==> config.mk <==
export PLATFORM = sky130hd
export DESIGN_NAME = dmem_arbiter
export DESIGN_NICKNAME = d
export VERILOG_FILES = /design/src/rtl/dmem_arbiter.sv
export SDC_FILE = /design/constraint.sdc
export NUM_CORES = 1
export LEC_CHECK = 0
export BUFFER_PORTS_ARGS = -buffer_cell sky130_fd_sc_hd__buf_2
export CAP_MARGIN = 15
export CORE_MARGIN = 4
export CORE_UTILIZATION = 35
export CTS_BUF_LIST = sky130_fd_sc_hd__clkbuf_16
export CTS_CLUSTER_DIAMETER = 120
export DETAILED_ROUTE_END_ITERATION = 10
export PLACE_DENSITY_LB_ADDON = 0.12
export SYNTH_ARGS = -nofsm -noshare
export SYNTH_HDL_FRONTEND = slang
export SYNTH_SLANG_ARGS = --single-unit
==> constraint.sdc <==
create_clock -name clk -period 1.9 [get_ports clk]
set_input_delay 0.285 -clock clk [delete_from_list [all_inputs] [get_ports clk]]
set_output_delay 0.285 -clock clk [all_outputs]
set_load 0.03 [all_outputs]
==> src/rtl/dmem_arbiter.sv <==
// dmem_arbiter
//
// Shares one single-port data memory between the core load/store port and an
// external loader/debug port. Requests are arbitrated round-robin in IDLE; the
// winner's address, data and direction are registered onto the mem_* lines,
// and the access is sequenced through ISSUE -> (WAIT) -> RESP with a
// fixed read latency of MEM_LAT cycles after the enable cycle.
//
// Parameters
//   DATA_W   data word width
//   ADDR_W   word address width
//   MEM_LAT  memory read latency after the mem_en cycle (1..7)
//
// Ports
//   clk, reset                 clock, synchronous active-high reset
//   core_rd/core_wr            core load/store request, held until core_done
//   core_addr/core_wdata       core word address / store data
//   core_rdata                 core load data, held until the next core read
//   core_done                  one-cycle core completion pulse
//   core_stall                 combinational pipeline freeze
//   ext_req/ext_we             external request / direction (1 = write)
//   ext_addr/ext_wdata         external word address / write data
//   ext_rdata                  external read data, held
//   ext_gnt                    external side owns the memory (ISSUE..RESP)
//   ext_done                   one-cycle external completion pulse
//   mem_en/mem_we              memory enable (ISSUE only) / write enable
//   mem_addr/mem_wdata         registered memory address / write data
//   mem_rdata                  memory read data, MEM_LAT cycles after mem_en
module dmem_arbiter #(
  parameter int unsigned DATA_W  = 32,
  parameter int unsigned ADDR_W  = 9,
  parameter int unsigned MEM_LAT = 2
) (
  input  logic              clk,
  input  logic              reset,
  // Core load/store port
  input  logic              core_rd,
  input  logic              core_wr,
  input  logic [ADDR_W-1:0] core_addr,
  input  logic [DATA_W-1:0] core_wdata,
  output logic [DATA_W-1:0] core_rdata,
  output logic              core_done,
  output logic              core_stall,
  // External loader/debug port
  input  logic              ext_req,
  input  logic              ext_we,
  input  logic [ADDR_W-1:0] ext_addr,
  input  logic [DATA_W-1:0] ext_wdata,
  output logic [DATA_W-1:0] ext_rdata,
  output logic              ext_gnt,
  output logic              ext_done,
  // Memory port
  output logic              mem_en,
  output logic              mem_we,
  output logic [ADDR_W-1:0] mem_addr,
  output logic [DATA_W-1:0] mem_wdata,
  input  logic [DATA_W-1:0] mem_rdata
);

  typedef enum logic [1:0] {
    StIdle  = 2'd0,
    StIssue = 2'd1,
    StWait  = 2'd2,
    StResp  = 2'd3
  } state_e;

  typedef enum logic {
    OwnCore = 1'b0,
    OwnExt  = 1'b1
  } owner_e;

  // WAIT counts down from MEM_LAT-1 so the capture lands in cycle 1+MEM_LAT.
  localparam logic [2:0] CntLoad = 3'(MEM_LAT - 1);

  state_e              state_q, state_d;
  owner_e              owner_q, owner_d;
  owner_e              last_owner_q, last_owner_d;
  logic [2:0]          cnt_q, cnt_d;
  logic                mem_en_q, mem_en_d;
  logic                mem_we_q, mem_we_d;
  logic [ADDR_W-1:0]   mem_addr_q, mem_addr_d;
  logic [DATA_W-1:0]   mem_wdata_q, mem_wdata_d;
  logic [DATA_W-1:0]   core_rdata_q, core_rdata_d;
  logic [DATA_W-1:0]   ext_rdata_q, ext_rdata_d;
  logic                core_done_q, core_done_d;
  logic                ext_done_q, ext_done_d;
  logic                ext_gnt_q, ext_gnt_d;

  logic                core_req;
  logic                pick_ext;

  always_comb begin
    state_d      = state_q;
    owner_d      = owner_q;
    last_owner_d = last_owner_q;
    cnt_d        = cnt_q;
    mem_en_d     = 1'b0;
    mem_we_d     = mem_we_q;
    mem_addr_d   = mem_addr_q;
    mem_wdata_d  = mem_wdata_q;
    core_rdata_d = core_rdata_q;
    ext_rdata_d  = ext_rdata_q;
    core_done_d  = 1'b0;
    ext_done_d   = 1'b0;
    ext_gnt_d    = ext_gnt_q;

    core_req = core_rd | core_wr;
    // Ext wins outright when alone, or on a tie when the core was served last.
    pick_ext = ext_req & (~core_req | (last_owner_q == OwnCore));

    unique case (state_q)
      StIdle: begin
        if (core_req || ext_req) begin
          owner_d      = pick_ext ? OwnExt : OwnCore;
          last_owner_d = pick_ext ? OwnExt : OwnCore;
          mem_en_d     = 1'b1;
          // A core request with both rd and wr set is a store.
          mem_we_d     = pick_ext ? ext_we : core_wr;
          mem_addr_d   = pick_ext ? ext_addr : core_addr;
          mem_wdata_d  = pick_ext ? ext_wdata : core_wdata;
          ext_gnt_d    = pick_ext;
          state_d      = StIssue;
        end
      end

      StIssue: begin
        if (mem_we_q) begin
          core_done_d = (owner_q == OwnCore);
          ext_done_d  = (owner_q == OwnExt);
          state_d     = StResp;
        end else begin
          cnt_d   = CntLoad;
          state_d = StWait;
        end
      end

      StWait: begin
        if (cnt_q == 3'd0) begin
          // Only the owner's read register moves; the other side holds.
          if (owner_q == OwnExt) begin
            ext_rdata_d = mem_rdata;
          end else begin
            core_rdata_d = mem_rdata;
          end
          core_done_d = (owner_q == OwnCore);
          ext_done_d  = (owner_q == OwnExt);
          state_d     = StResp;
        end else begin
          cnt_d = cnt_q - 3'd1;
        end
      end

      StResp: begin
        // No re-arbitration here: the requester's lines are still stale.
        ext_gnt_d = 1'b0;
        state_d   = StIdle;
      end

      default: begin
        state_d = StIdle;
      end
    endcase
  end

  always_ff @(posedge clk) begin
    if (reset) begin
      state_q      <= StIdle;
      owner_q      <= OwnExt;
      last_owner_q <= OwnExt;
      cnt_q        <= 3'd0;
      mem_en_q     <= 1'b0;
      mem_we_q     <= 1'b0;
      mem_addr_q   <= '0;
      mem_wdata_q  <= '0;
      core_rdata_q <= '0;
      ext_rdata_q  <= '0;
      core_done_q  <= 1'b0;
      ext_done_q   <= 1'b0;
      ext_gnt_q    <= 1'b0;
    end else begin
      state_q      <= state_d;
      owner_q      <= owner_d;
      last_owner_q <= last_owner_d;
      cnt_q        <= cnt_d;
      mem_en_q     <= mem_en_d;
      mem_we_q     <= mem_we_d;
      mem_addr_q   <= mem_addr_d;
      mem_wdata_q  <= mem_wdata_d;
      core_rdata_q <= core_rdata_d;
      ext_rdata_q  <= ext_rdata_d;
      core_done_q  <= core_done_d;
      ext_done_q   <= ext_done_d;
      ext_gnt_q    <= ext_gnt_d;
    end
  end

  assign mem_en     = mem_en_q;
  assign mem_we     = mem_we_q;
  assign mem_addr   = mem_addr_q;
  assign mem_wdata  = mem_wdata_q;
  assign core_rdata = core_rdata_q;
  assign core_done  = core_done_q;
  assign ext_rdata  = ext_rdata_q;
  assign ext_done   = ext_done_q;
  assign ext_gnt    = ext_gnt_q;

  assign core_stall = (core_rd | core_wr) & ~core_done_q;

endmodule

# After elaboration in Yosys (flattened, before gate mapping)
# Cells that the tools add are included.
[classes]
eq_ne = 7
n_addsub = 1
mux = 20
bitwise_logic = 8
reduce_logical = 12
[ops]
columns = ["op", "count"]
rows = [
  ["$mux 32", 1],
  ["$mux 1", 9],
  ["$mux 9", 1],
  ["$reduce_and 3->1", 3],
  ["$ne 2x2->1 const B", 4],
  ["$pmux 2 s4", 1],
  ["$mux 3", 2],
  ["$pmux 1 s2", 3],
  ["$pmux 3 s2", 1],
  ["$reduce_and 2->1", 3],
  ["$eq 2x2->1 const B", 2],
  ["$mux 2", 2],
  ["$not 1->1", 4],
  ["$reduce_bool 2->1", 2],
  ["$logic_not 3->1", 1],
  ["$sub 3x1->3 const B", 1],
  ["$and 1x1->1", 2],
  ["$eq 2x1->1 const B", 1],
  ["$logic_not 2->1", 1],
  ["$or 1x1->1", 2],
  ["$reduce_or 2->1", 1],
  ["$logic_or 1x1->1", 1],
]
[totals]
output_inout_bits = 111
wordCells = 60
in_bits = 120
ff_bits = 116

# Depth between registers and ports, before layout
# Gate-level depths: netlist of run 1.
[depth]
ltp_word = 6
ltp_mapped = 8
mapped_depth_nobuf = 6

# Worst setup path after synthesis of run 1
# No wires, ideal clock.
[synth_timing]
path_kind = "reg2reg"
startpoint = "register state_q[1]"
endpoint = "register cnt_q[2]"
required_time_ps = 1768
setup_ps = 132
path_slack_ps = 278
arrival_time_ps = 1490
period_less_slack_ps = 1622
path_stages_with_launch = 7
cell_sequence = "dfxtp_1 -> inv_1 -> ha_1 -> and2_1 -> a211oi_1 -> a21bo_2 -> a21oi_1"
[synth_between]
elab_chain_cells = 3
elab_cells_between_ends = 7
[synth_lines]
columns = ["item", "line", "source"]
rows = [
  ["from (decl)", "75", "state_e state_q, state_d;"],
  ["from (signal assigned)", "167", "state_q <= StIdle;"],
  ["from (signal assigned)", "181", "state_q <= state_d;"],
  ["$eq 2x2->1 / $eq 2x1->1 (equally long branches)", "111", "unique case (state_q)"],
  ["$ne 2x2->1 (no source line) / $reduce_bool 2->1 (equally long branches)", "--", ""],
  ["$reduce_and 3->1 (no source line)", "--", ""],
  ["to (signal assigned)", "184", "cnt_q <= cnt_d;"],
  ["to (decl)", "78", "logic [2:0] cnt_q, cnt_d;"],
]
# Several ways; a longest one is shown, not always the timed one.
# A chain may end at the register's enable or synchronous reset.

# Worst setup path in the final report of run 1
[layout_timing]
startpoint = "register state_q[0]"
endpoint = "register mem_addr_q[0], in the netlist mem_addr[0]"
[layout_between]
elab_chain_cells = 2
[layout_lines]
columns = ["item", "line", "source"]
rows = [
  ["$logic_not 2->1", "111", ""],
  ["$reduce_and 2->1 (no source line)", "--", ""],
  ["to (signal assigned)", "187", "mem_addr_q <= mem_addr_d;"],
  ["to (decl)", "81", "logic [ADDR_W-1:0] mem_addr_q, mem_addr_d;"],
]
# No other way between the ends.

==> results of run 1 <==
==> path summary, 6_finish.rpt <==
kind	endpoint	slack [ns]	cells past startpoint
max	mem_addr[0]	0.15	6
min reg2reg	ext_rdata[5]	0.45	2
min	core_rdata[19]	0.11	3
max reg2reg	mem_addr[0]	0.15	6
==> metal layers <==
layer / routed length [µm] / up-vias
met1: 6360 / 2278
met2: 6880 / 191
met4: 204 / 0
met3: 1480 / 20
met5: 0 / -
li1: - / 2387
==> placed cells by master (no fill, tap or decap), types with 3 or more instances in the layout <==
cell type / instances
clkbuf_16: 17
nor2_1: 44
dfxtp_1: 116
buf_4: 7
inv_1: 11
nand2b_1: 4
a21oi_1: 89
a211oi_1: 3
buf_2: 229
ha_1: 8
bufinv_16: 3
a21oi_2: 20
nand2_1: 170
clkinv_1: 3
clkinv_2: 4
o21ai_0: 3
a211oi_2: 38
buf_12: 9
==> power by group through the flow <==
stage               registers (mW)  logic, mW  clock network, mW
floorplan                     4.34       2.53                  0
global placement              3.33       4.67                  0
detailed placement            3.35       4.78                  0
CTS                           3.31       4.80               3.19
global route                  3.37       5.16               3.32
finish                        3.30       4.73               3.12
==> per-stage QoR <==
stage	hold slack, ns	util	instance area, µm²	worst slack [ns]	power, mW
2_1_floorplan	0.421	-	4950	0.278	6.87
3_3_place_gp	0.440	0.453	6280	0.233	8.01
3_5_place_dp	0.443	0.453	6280	0.148	8.13
4_1_cts	0.100	0.494	6860	0.131	11.3
5_1_grt	0.0997	0.494	6860	0.000778	11.9
6_report	0.114	0.494	6860	0.149	11.2
==> flip-flops by register name (all words and copies together), names as in the netlist <==
signal and count:
ext_rdata 32, last_owner_q 1, mem_en 1, core_done 1, ext_done 1, state_q 2
cnt_q 3, ext_gnt 1, core_rdata 32, mem_wdata 32, mem_addr 9, mem_we 1
==> worst max-delay path, stage by stage (launching register included) <==
cell      delay (ns)
dfxtp_1         0.32
inv_1           0.16
ha_1            0.39
nor2b_2         0.26
buf_12          0.23
nor2_1          0.08
a211oi_2        0.19
==> area by class of cell <==
type                    count  area share
clock buffers              17      0.0620
multi-input cells         412       0.339
clock inverters            15      0.0217
flip-flops and latches    116       0.339
inverters                   8     0.00438
well taps                 180      0.0328
repair buffers            245       0.201
==> cell families (layout without fill, tap and decap cells) <==
| logic type | Yosys count | in the layout | synth area share |
|---|---|---|---|
| multiplexers | 2 | 2 | 0.00404 |
| AND/OR/NAND/NOR | 237 | 237 | 0.195 |
| adder cells (fa/ha/maj) | 8 | 8 | 0.0202 |
| flip-flops | 116 | 116 | 0.469 |
| AO/OA/AOI/OAI | 165 | 165 | 0.251 |
| buffers and inverters | 56 | 285 | 0.0614 |
==> flow_summary_export.csv, run 1 <==
group,metric,value,unit
clock_network,cts_sinks,116,
synth,synth.top_cell.area_share,0.469,
pwr,vdd_ir_drop_max,0.000686,V
synth,syn_inst,584,
timing,fmax,0.571,GHz
grt,grt_antenna_before_repair,0,
timing,drv_slew,0,
pwr,p_int,6.64,mW
timing,max-slew-margin-rel,0.634,
setup_path,cp-start-kind,"flip-flop",
floorplan,die-area,0.0161,mm²
timing,clock_skew,0.00528,ns
placement,port-buffer-count,230,
timing,worstMarginPinSlew,0.549,ns
final_layout,layoutNonFillerInstCount,993,
synth,syn_area,0.00495,mm²
routing,wirelength,14900,µm
grt,grt_pass1_vias,4689,
setup_path,cp-end-kind,"flip-flop",
routing,vias_per_cell,4.91,
synth,synth_top_area_cell,"dfxtp_1",
synth,avgSynthCellArea,8.48,µm²
floorplan,io-pin-count,231,
clock_network,post_cts_buffers,0,
final_layout,n_fill_cell,1363,
grt,grt_busiest_layer,"met2",
grt,grtUsageMet3,0.0905,
synth,yosysSeqAreaShare,0.469,
clock_network,cts_tree,"done",
timing,setup_viol_count_final,0,
flow_run,drv_cap,0,
setup_path,crit_start,"state_q[0]",
grt,grt-ovfl-total,0,
synth,synth-main-ff-cell,"dfxtp_1",
routing,wire_per_inst,15.0,µm
setup_path,worstReg2RegStart,"state_q[0]",
clock_network,clkSlewWorstSetupHoldPaths,0.05,ns
synth,synthTopCellsByArea,"dfxtp_1 47%, nand2_1 13%, a211oi_2 9.6%",
setup_path,cp_max_fo,43,
synth,ys_ff_latch,116,
placement,gp_congestion,0.824,
placement,placed_cells,961,
synth,synth_edf_count,0,
final_layout,drive_above_1_share,0.415,
routing,ant_nets,0,
final_layout,regArea,0.00232,mm²
timing,rsz0062_at_grt,"false",
timing,finalSetupTns,0,ns
placement,dpl.hpwl,10500,µm
clock_network,hold_buffers,0,
clock_network,clockBufferDepth,2,
clock_network,cts_root_buffer,"clkbuf_16",
routing,drt_iter0_drc,195,
final_layout,multiInputGateArea,0.00233,mm²
clock_network,cts_max_level,4,
final_layout,nets,928,
grt,grt_pass1_wl,23500,µm
pwr,switching_share,0.405,
setup_path,path_class,"flip-flop to flip-flop",
synth,synth_cell_types,44,
grt,use_met1,0.211,
synth,yosysMostFrequentCell,"nand2_1",
setup_path,cp.arrival,2.08,ns
synth,synth_fp_nets,712,
status,status,"complete, no violations",
pwr,leakagePower,3.11,nW
pwr,p_per_area,1630,mW/mm²
clock_network,post_cts_resized,0,
min_path,hold_path_class,"input pin to flip-flop",
routing,first_pass_iters,5,
floorplan,core,0.0139,mm²
synth,ys_warn_count,0,
final_layout,antennaDiodeCount,0,
floorplan,rows,43,
routing,vias,4876,
clock_network,insertion_delay,0.41,ns
pwr,switchingPower,4.51,mW
floorplan,initial_core_util,0.357,
setup_path,worst-endpoint-required,2.23,ns
clock_network,cts_made_buffers,17,
grt,grtUsageTotal,0.182,
floorplan,fp.dieW,127,µm
grt,gr-usage-met2,0.297,
pwr,clkPwrFrac,0.280,
routing,drc,0,
pwr,combPwrFrac,0.424,
timing,period_share,0.922,
floorplan,chipHeight,127,µm
timing,hold_viol_final,0,
pwr,pwr-share-seq,0.296,
min_path,worstHoldStart,"mem_rdata[19]",
synth,synthArstFlopShare,0,
synth,synth_common_cells,"170 x nand2_1, 116 x dfxtp_1, 89 x a21oi_1",
grt,grt_max_degree,44,
timing,min_period,1.75,ns
final_layout,layout-area-overhead-vs-synth,38.5,%
No activity file was read; power rests on OpenSTA's default activity.
==> inputs of run 2 (changes only) <==
--- a/config.mk
+++ b/config.mk
@@ -7,6 +7,7 @@
 export LEC_CHECK = 0
 export BUFFER_PORTS_ARGS = -buffer_cell sky130_fd_sc_hd__buf_2
 export CAP_MARGIN = 15
+export CORE_ASPECT_RATIO = 0.6
 export CORE_MARGIN = 4
 export CORE_UTILIZATION = 35
 export CTS_BUF_LIST = sky130_fd_sc_hd__clkbuf_16
==> constraint.sdc (replaced) <==
create_clock -name clk -period 1.72 [get_ports clk]
set_input_delay 0.258 -clock clk [delete_from_list [all_inputs] [get_ports clk]]
set_output_delay 0.258 -clock clk [all_outputs]
set_load 0.03 [all_outputs]
==> run 2 against run 1 <==
Fmax rose by 13%. Setup slack better by 0.026 ns. Die area up 0.39%. Critical path type unchanged.
==> flow_summary_export.csv, run 2 (synthesis gave the netlist of run 1 again) <==
group,metric,value,unit
status,status,"complete, no violations",
timing,rsz0062_at_grt,"false",
setup_path,cp-end-kind,"flip-flop",
timing,fmax,0.647,GHz
floorplan,initial_core_util,0.360,
floorplan,die-area,0.0162,mm²
grt,use_met1,0.226,
grt,grtUsageMet3,0.0533,
clock_network,cts_root_buffer,"clkbuf_16",
placement,port-buffer-count,230,
routing,ant_nets,0,
pwr,switchingPower,5.11,mW
final_layout,regArea,0.00232,mm²
floorplan,chipHeight,100,µm
grt,grt_antenna_before_repair,0,
setup_path,worst_path_largest_cell_delay,0.32,ns
floorplan,core,0.0137,mm²
pwr,vdd_ir_drop_max,0.000856,V
clock_network,cts_tree,"done",
grt,grt-ovfl-total,0,
placement,dpl.hpwl,10500,µm
timing,worstMarginPinSlew,0.430,ns
clock_network,cts_made_buffers,17,
routing,drc,0,
floorplan,fp.dieW,162,µm
final_layout,fin_util,0.503,
final_layout,layoutNonFillerInstCount,1004,
final_layout,n_fill_cell,1368,
pwr,switching_share,0.403,
setup_path,cp.arrival,1.88,ns
timing,clock_skew,0.0182,ns
pwr,pwr-share-seq,0.290,
clock_network,clockBufferDepth,2,
routing,wire_per_inst,14.7,µm
timing,period_share,0.898,
clock_network,insertion_delay,0.41,ns
timing,finalSetupTns,0,ns
pwr,p_int,7.56,mW
timing,max-slew-margin-rel,0.713,
setup_path,cp_num_buf_inv,2,
routing,wirelength,14800,µm
setup_path,worst-endpoint-required,2.05,ns
routing,vias_per_cell,4.71,
final_layout,nets,927,
timing,holdWs,0.0982,ns
clock_network,hold_buffers,0,
grt,gr-usage-met2,0.290,
floorplan,rows,33,
timing,drv_slew,0,
placement,gp_congestion,0.788,
floorplan,io-pin-count,231,
min_path,hold_path_class,"input pin to flip-flop",
setup_path,worstPathCellList,"inv_1 > ha_1 > nor2b_2 > and3_1 > buf_12 > nand2_1 > a21oi_1",
clock_network,clkSlewWorstSetupHoldPaths,0.06,ns
grt,grt_busiest_layer,"met2",
pwr,clkPwrFrac,0.296,
final_layout,layout_common_cells,"229 x buf_2, 170 x nand2_1, 115 x dfxtp_1, 89 x a21oi_1, 44 x nor2_1",
final_layout,mostFrequentLayoutCell,"buf_2",
final_layout,antennaDiodeCount,0,
grt,grt_max_degree,45,
routing,drt_iter0_drc,247,
setup_path,path_class,"flip-flop to flip-flop",
clock_network,cts_max_level,4,
placement,placed_cells,972,
setup_path,cp-start-kind,"flip-flop",
timing,min_period,1.55,ns
routing,vias,4732,
setup_path,crit_family,"simple AND/OR/NAND/NOR gates",
grt,grt_pass1_wl,23400,µm
setup_path,cp_max_fo,32,
flow_run,drv_cap,0,
final_layout,layout-area-overhead-vs-synth,39.8,%
pwr,p_per_area,1830,mW/mm²
timing,hold_viol_final,0,
final_layout,drive_above_1_share,0.424,
routing,first_pass_iters,4,
timing,setup_viol_count_final,0,
pwr,finalPower,12.7,mW
setup_path,slowest_stage,"dfxtp_1",
pwr,combPwrFrac,0.415,
pwr,leakagePower,3.10,nW
grt,grt_pass1_vias,4827,
clock_network,cts_sinks,116,
final_layout,multiInputGateArea,0.00233,mm²
grt,grtUsageTotal,0.177,
==> run 2: changes by cell type in the layout (fill, tap and decap cells not counted), moves of 2 or more <==
cell,delta
clkinv_2,-3
buf_6,+2
clkinvlp_4,+3
clkinv_1,-2
inv_1,-4
buf_4,-2
inv_6,+3
==> run 2: layer usage <==
layer / part of all wire / routed length, µm / vias to the layer above
li1: - / - / 2392
met1: 0.46 / 6750 / 2189
met2: 0.46 / 6850 / 141
met3: 0.068 / 1010 / 10
met4: 0.0098 / 144 / 0
met5: 0 / 0 / -
==> run 2: power by group through the flow <==
stage	Sequential [mW]	Combinational (mW)	Clock (mW)
2_1_floorplan	4.79	2.80	0
3_3_place_gp	3.70	5.17	0
3_5_place_dp	3.72	5.28	0
4_1_cts	3.67	5.31	3.83
5_1_grt	3.74	5.73	3.95
6_report	3.67	5.25	3.74
==> run 2: worst paths after layout <==
path	from	to	slack [ns]	cells past startpoint
max	cnt_q[0]	ext_rdata[16]	0.17	7
min reg2reg	core_rdata[2]	core_rdata[2]	0.45	2
min	mem_rdata[2]	ext_rdata[2]	0.1	3
max reg2reg	cnt_q[0]	ext_rdata[16]	0.17	7
==> run 2: layout make-up <==
class,count,area share
Tap cell,192,0.0347
Sequential cell,116,0.336
Multi-Input combinational cell,412,0.337
Inverter,8,0.00434
Clock inverter,15,0.0293
Timing Repair Buffer,244,0.197
Clock buffer,17,0.0615
==> run 2: repair_timing <==
item | in CTS | in global routing
gates resized for setup | 0 | 5
hold endpoints to repair | 0 | 0
setup endpoints to repair | 0 | 64
buffers inserted | 0 | 0
==> run 2: worst reg2reg max path, stage by stage, from the launching register on <==
cell and delay [ns]:
dfxtp_1 0.32, inv_1 0.08, ha_1 0.13, nor2b_2 0.28, and3_1 0.25, buf_12 0.21, nand2_1 0.09, a21oi_1 0.13
==> run 2: metrics by stage <==
stage	setup WS, ns	instance area, µm²
finish	0.175	6920
detailed placement	0.0708	6280
floorplan	0.0978	4950
global route	0.0137	6920
CTS	0.0576	6910
global placement	0.137	6280
==> inputs of run 3 (changes only) <==
--- a/config.mk
+++ b/config.mk
@@ -5,6 +5,7 @@
 export SDC_FILE = /design/constraint.sdc
 export NUM_CORES = 1
 export LEC_CHECK = 0
+export ABC_AREA = 1
 export BUFFER_PORTS_ARGS = -buffer_cell sky130_fd_sc_hd__buf_2
 export CAP_MARGIN = 15
 export CORE_ASPECT_RATIO = 0.6
==> run 3 against run 2 <==
Count of clock-buffer cells in the layout unchanged. Power increased by 7.1%. Sequential power increased by 4%. Die area increased by 4.6%. Core utilization decreased by 0.69 points. Combinational power increased by 11%. Global-route usage increased by 1.0 points. Largest cell class unchanged. Largest power group unchanged.
==> flow_summary_export.csv, run 3 <==
group,metric,value,unit
setup_path,path_class,"flip-flop to flip-flop",
setup_path,cp_max_fo,59,
floorplan,core,0.0145,mm²
synth,avgSynthCellArea,7.03,µm²
clock_network,clockBufferDepth,2,
synth,synth_top_area_cell,"dfxtp_1",
min_path,worstHoldEndpoint,"core_rdata[12]",
clock_network,cts_made_buffers,17,
setup_path,rr_worst_depth,8,
routing,drc,0,
setup_path,worstReg2RegStart,"state_q[1]",
synth,synthArstFlopShare,0,
timing,max-slew-margin-rel,0.691,
floorplan,io-pin-count,231,
final_layout,antennaDiodeCount,0,
clock_network,post_cts_resized,0,
floorplan,die-area,0.0169,mm²
setup_path,r2r_slack,0.19,ns
grt,grt_pass1_vias,4782,
timing,layout_setup_ws,0.186,ns
flow_run,drv_cap,0,
status,status,"complete, no violations",
final_layout,nets,1076,
final_layout,layout-area-overhead-vs-synth,38.6,%
timing,min_period,1.53,ns
routing,first_pass_iters,4,
synth,synth_common_cells,"155 x nor2_1, 116 x dfxtp_1, 93 x nand2_1",
setup_path,cp-start-kind,"flip-flop",
synth,yosysSeqAreaShare,0.447,
final_layout,drive_above_1_share,0.302,
setup_path,cp.arrival,1.82,ns
synth,synth-main-ff-cell,"dfxtp_1",
clock_network,insertion_delay,0.41,ns
synth,syn_area,0.00519,mm²
timing,drv_slew,0,
grt,grt_antenna_before_repair,0,
timing,hold_viol_final,0,
routing,vias_per_cell,4.70,
grt,grtUsageTotal,0.187,
routing,wire_per_inst,14.0,µm
setup_path,cp-end-kind,"flip-flop",
placement,dpl.hpwl,11100,µm
routing,wirelength,16300,µm
min_path,hold_path_class,"input pin to flip-flop",
final_layout,fin_area,0.00720,mm²
setup_path,reg2reg_to,"mem_addr[2]",
grt,grt_pass1_wl,25300,µm
synth,ys_ff_latch,116,
timing,setup_viol_count_final,0,
timing,holdWs,0.106,ns
pwr,p_per_area,1880,mW/mm²
clock_network,hold_buffers,0,
placement,place_area,0.00654,mm²
placement,place_ws,0.200,ns
floorplan,fp.dieW,165,µm
pwr,vdd_ir_drop_max,0.000967,V
timing,clock_skew,0.0100,ns
floorplan,chipHeight,102,µm
synth,ys_warn_count,0,
clock_network,cts_tree,"done",
routing,drt_iter0_drc,282,
floorplan,initial_core_util,0.358,
timing,worstMarginPinSlew,0.464,ns
timing,rsz0062_at_grt,"false",
pwr,finalPower,13.6,mW
clock_network,clkSlewWorstSetupHoldPaths,0.06,ns
pwr,leakagePower,3.54,nW
clock_network,cts_sinks,116,
routing,vias,5445,
placement,gp_congestion,0.775,
synth,synth_edf_count,0,
grt,grt-ovfl-total,0,
min_path,holdPathStages,3,
synth,synthTopCellsByArea,"dfxtp_1 45%, nor2_1 11%, a21oi_1 7.7%",
final_layout,mostFrequentLayoutCell,"buf_2",
grt,grt_max_degree,87,
synth,synth.top_cell.area_share,0.447,
timing,finalSetupTns,0,ns
synth,yosysMostFrequentCell,"nor2_1",
synth,syn_inst,739,
clock_network,cts_root_buffer,"clkbuf_16",
clock_network,post_cts_buffers,0,
timing,period_share,0.892,
setup_path,worst-endpoint-required,2.01,ns
final_layout,n_fill_cell,1532,
placement,port-buffer-count,230,
timing,fmax,0.652,GHz
synth,synth_fp_nets,867,
routing,ant_nets,0,
min_path,worstHoldStart,"mem_rdata[12]",
clock_network,cts_max_level,4,
floorplan,rows,34,
final_layout,layout_common_cells,"230 x buf_2, 155 x nor2_1, 116 x dfxtp_1, 93 x nand2_1, 80 x a21oi_1",
synth,synth_cell_types,24,
run 3: kinds of logic (layout without fill, tap and decap cells):
logic type,count (synthesis),in the layout,share of synthesized area
compound gates,159,159,0.157
fa+ha+maj,8,8,0.0193
buf+inv,117,339,0.100
flops,116,116,0.447
simple gates,339,339,0.277
run 3: metrics by stage:
| stage | instances | utilization |
|---|---|---|
| after global routing | 1159 | 0.496 |
| after floorplan | 739 | - |
| after global placement | 1127 | 0.451 |
| after detailed placement | 1127 | 0.451 |
| final | 1159 | 0.496 |
| after CTS | 1159 | 0.496 |
run 3: layout make-up:
class                      instances  area, µm²  share of cell area
clock buffer                      17        425              0.0591
clock inverter                    15        230              0.0320
inverter                          57        214              0.0297
multi-input combinational        506       2360               0.328
sequential                       116       2320               0.323
tap                              198        248              0.0344
timing repair buffer             250       1400               0.195
run 3: power breakdown:
group | switching (mW) | internal [mW]
clock | 1.34 | 2.59
combinational | 4.02 | 1.80
sequential | 0.386 | 3.44
run 3: worst max-delay path by stage:
stage	end	slack, ns	start	depth (start not counted)
floorplan	mem_addr[1]	0.26	state_q[0]	9
global placement	mem_wdata[18]	0.23	state_q[1]	8
detailed placement	mem_wdata[18]	0.20	state_q[1]	8
CTS	mem_wdata[19]	0.19	state_q[1]	8
global route	mem_wdata[18]	0.02	state_q[1]	8
finish	mem_addr[2]	0.19	state_q[1]	8
run 3: metal layers:
layer | GRT usage | share of wire | routed length [µm]
met5 | 0 | 0 | 0
met4 | 0.0581 | 0.013 | 210
met3 | 0.0451 | 0.061 | 999
met2 | 0.268 | 0.42 | 6770
met1 | 0.276 | 0.51 | 8290
run 3: critical path: stages, from the launching register on:
cell	delay, ns
dfxtp_1	0.36
inv_1	0.12
ha_1	0.18
inv_1	0.08
a21oi_4	0.15
buf_12	0.25
nand2_1	0.08
nor2_1	0.11
nor2_1	0.05
